### config.mk
export PLATFORM = sky130hd
export DESIGN_NAME = emit_bits
export DESIGN_NICKNAME = d
export VERILOG_FILES = /design/src/rtl/emit_bits.sv
export SDC_FILE = /design/constraint.sdc
export NUM_CORES = 1
export LEC_CHECK = 0
export ABC_AREA = 1
export CORE_MARGIN = 2
export CORE_UTILIZATION = 60
export DETAILED_ROUTE_END_ITERATION = 16
export DONT_BUFFER_PORTS = 1
export PLACE_DENSITY = 0.87
export SETUP_SLACK_MARGIN = 0.15
export SLEW_MARGIN = 5
export SYNTH_ARGS = -nofsm -noshare
export SYNTH_HDL_FRONTEND = slang
export SYNTH_SLANG_ARGS = --single-unit
### constraint.sdc
create_clock -name clk -period 2.8 [get_ports clk]
set_input_delay 0.28 -clock clk [delete_from_list [all_inputs] [get_ports clk]]
set_output_delay 0.28 -clock clk [all_outputs]
set_load 0.01 [all_outputs]
### src/rtl/emit_bits.sv
// ============================================================================
// Module   : emit_bits
// Purpose  : MSB-first variable-length serializer with valid/ready output and
//            a one-cycle md_end completion pulse.
// Revision : 1.0
// ============================================================================
`default_nettype none

module emit_bits (
    input  logic        clk,
    input  logic        rstn,
    input  logic        md_start,
    input  logic [63:0] num_in,
    input  logic [7:0]  len_in,
    input  logic        bit_ready,
    output logic        bit_out,
    output logic        bit_valid,
    output logic        bit_last,
    output logic        busy,
    output logic        md_end
);

    typedef enum logic [1:0] {
        S_IDLE = 2'd0,
        S_SEND = 2'd1,
        S_DONE = 2'd2
    } state_t;

    localparam logic [6:0] c_MAX_LEN = 7'd64;

    state_t      r_state;
    state_t      w_next;
    logic [6:0]  r_cnt;
    logic [63:0] r_num;
    logic [6:0]  w_len_eff;
    logic [5:0]  w_idx;
    logic        w_xfer;
    logic        w_accept;

    // Lengths beyond the register width saturate at 64 bits.
    assign w_len_eff = (len_in > 8'd64) ? c_MAX_LEN : len_in[6:0];
    // Six-bit wrap maps cnt=64 onto index 63.
    assign w_idx     = r_cnt[5:0] - 6'd1;
    assign w_xfer    = (r_state == S_SEND) && bit_ready;
    assign w_accept  = (r_state == S_IDLE) && md_start;

    always_comb begin
        w_next = r_state;
        case (r_state)
            S_IDLE: begin
                if (md_start) begin
                    w_next = (w_len_eff == 7'd0) ? S_DONE : S_SEND;
                end
            end
            S_SEND: begin
                if (w_xfer && (r_cnt == 7'd1)) begin
                    w_next = S_DONE;
                end
            end
            S_DONE:  w_next = S_IDLE;
            default: w_next = S_IDLE;
        endcase
    end

    always_ff @(posedge clk) begin
        if (!rstn) begin
            r_state <= S_IDLE;
            r_cnt   <= 7'd0;
            r_num   <= 64'd0;
        end else begin
            r_state <= w_next;
            if (w_accept) begin
                r_num <= num_in;
                r_cnt <= w_len_eff;
            end else if (w_xfer) begin
                r_cnt <= r_cnt - 7'd1;
            end
        end
    end

    // Every output is a decode of registered state only.
    always_comb begin
        bit_valid = (r_state == S_SEND);
        bit_out   = bit_valid & r_num[w_idx];
        bit_last  = bit_valid && (r_cnt == 7'd1);
        busy      = (r_state != S_IDLE);
        md_end    = (r_state == S_DONE);
    end

endmodule

`default_nettype wire
==> metrics.txt <==
grt ovf 0; syn_nets 593; Setup Total Neg Slack 0 ns; postcts setup bufs 0; Max stage delay on crit path about 0.4 ns; Skew-Pair Late Insertion Delay 0.36 ns; Post-Layout Cell Count 574; Detail Route Antenna Nets 0; Worst setup SP type flip-flop; Syn Area/Cell 6.75 um2; area of the multi-input gates 1770 um2; MaxCap Viol Count 0; placed cells approximately 560; Min-Delay Path Class in -> reg; share of layout cells above drive strength 1 6.37%; largest net degree at the start of global routing 72; P per Cell Area 698 nW/um2; Leakage Power 0.00149 uW; flops & latches, synth 73; Die Height approximately 80 um; RSZ-0062 raised after global routing false; number of synthesized flops with an enable pin 0; critical path fanouts, max 35; GRT Overall Usage ~26%; vias in the first global route a little under 3k; CTS tree built; DP HPWL approximately 5600 um; CP required about 2.5 ns; Slew HR 62.3%; root buffer cell clkbuf_8; CP Buf/Inv Count 2; outcome finished clean; Vias/cell 5.68; 1st-iter DRT viols 207; clk buf depth 2; IO Pins 81; Num CTS Buffers 9; Max Clk Rate 423 MHz; Area after DPL ~3400 um2; CP max stage cell dfxtp_1; Rows 27; Top cell by count, worst path nand3_1; Max VDD drop 0.455 mV; WHS around 0.033 ns; IO buf count 0; router iterations before antenna repair 5; Starting Density 62.7%; Final Cycle Share 84.5%; fin area 3610 um2; aggregate routed wire length 7950 um; htree depth 3; Final Hold Fails 0; Setup crit end kind output pin; Fill cells 522; CP delay by family, top simple AND/OR/NAND/NOR gates; drt wl/cell 13.8 um; CP Class reg -> out; n_diodes 0; worst path cell trace inv_6 -> ha_4 -> inv_2 -> nand3_1 -> nand3_1 -> nand3_1 -> nand3_1 -> nand3_1 -> nand2_1 -> nor2_2; synthesized area approximately 3500 um2; routability-driven placement congestion ratio 0.891; Reg clk slew, reported paths 0.07 ns; initial antenna violation count 0; Die Width around 80 um; Synth cell types 30; Primary FF master, synth dfxtp_1; fin nets 576; global-route wire length before repair between 10,000 and 15,000 um; WP data arrival 2.09 ns; final setup violation count 0; Yosys warnings 0; Sequential cell area ~1500 um2; total power between 2000 and 3000 uW; pin slew with the least headroom to its limit 0.565 ns; Mapped Cells 515; Area Overhead vs Synth 3.96%; drc violations 0; Max Slew Vio Count 0; min cycle time layout 2.37 ns; Post-synth ARST share 0%; via count 3,262; CTS Sinks 73; sequential area share after synthesis 42.1%; core area 5540 um2; Worst Skew around 0.011 ns; die area 6420 um2
[synthesized netlist by cell type, types with 2 or more instances]
cell      count  area (um2)
a21oi_1       4        20.0
a31oi_1       4        25.0
and3_1        2        12.5
buf_2         9        45.0
buf_4         5        37.5
buf_6         5        56.3
clkbuf_1     11        41.3
dfxtp_1      73        1460
ha_1          2        25.0
inv_1        14        52.6
inv_2         3        11.3
nand2_1      88         330
nand2_2       2        12.5
nand2_4       2        22.5
nand3_1      68         340
nor2_1      139         522
o211ai_1      2        15.0
o21ai_0      68         340
o21ai_1       2        10.0
xor2_1        2        17.5
[repair_timing]
| item | CTS | global route |
|---|---|---|
| setup endpoints to repair | 0 | 1 |
| resized for setup | 0 | 3 |
| hold buffers | 0 | 0 |
| hold endpoints to repair | 0 | 0 |
[power by group]
group / switching, uW / total [uW] / internal [uW]
registers: 67.0 / 1210 / 1140
logic: 356 / 558 / 202
clock network: 370 / 758 / 388
[metal layers]
layer  part of all wire [%]  wire length (um)  global-route usage [%]  vias to the layer above
met5                      0                 0                       0                        -
met4                    1.3               106                    11.4                        0
met3                    6.5               516                    4.94                       12
met2                     48              3800                    41.8                      112
met1                     44              3530                    32.8                     1501
li1                       -                 -                       -                     1637
[layout by cell type, fill, tap and decap left out, types with 2 or more instances in the layout]
cell	instances
inv_1	14
inv_2	3
xor2_1	2
o211ai_1	2
o21ai_0	68
nor2_1	138
clkbuf_8	12
nand2_1	88
clkinv_2	2
dfxtp_1	73
a21oi_1	4
and3_1	2
nand2_4	2
a31oi_1	4
nand2_2	2
nand3_1	68
o21ai_1	2
buf_4	2
nor2_2	2
[final timing paths]
| check | startpoint | end | slack (ns) | cells past startpoint |
|---|---|---|---|---|
| worst max-delay path | r_cnt[0]$_SDFFE_PN0P_ | bit_out | 0.43 | 10 |
| worst max register to register | r_state[1]$_SDFFE_PN0P_ | r_num[20]$_SDFFE_PN0P_ | 0.89 | 6 |
| worst min register to register | r_cnt[6]$_SDFFE_PN0P_ | r_cnt[6]$_SDFFE_PN0P_ | 0.48 | 2 |
| worst min-delay path | rstn | r_cnt[4]$_SDFFE_PN0P_ | 0.03 | 2 |
[cell families (layout without fill, tap and decap cells)]
logic type      count (synthesis)  in the layout  share of synthesized area (%)
compound gates                 80             80                           11.8
xor+xnor                        2              2                          0.504
fa+ha+maj                       2              2                          0.720
buf+inv                        50             37                           7.53
flops                          73             73                           42.1
simple gates                  308            308                           37.4
[state kept, by name, summed over array words and instances (netlist names)]
name     cells
r_cnt        7
r_num       64
r_state      2
[layout make-up]
type	count	area share [%]
sequential	73	40.5
clock inverter	2	0.346
clock buffer	13	4.68
tap	72	2.49
inverter	19	2.15
multi-input combinational	392	48.9
timing repair buffer	3	0.970
[through the flow]
step                utilization, %  setup slack [ns]
finish                        65.2             0.435
global route                  65.2             0.271
CTS                           64.9             0.196
detailed placement            61.7             0.570
global placement              61.7             0.651
floorplan                        -             0.711
No activity file was read; power rests on OpenSTA's default activity.
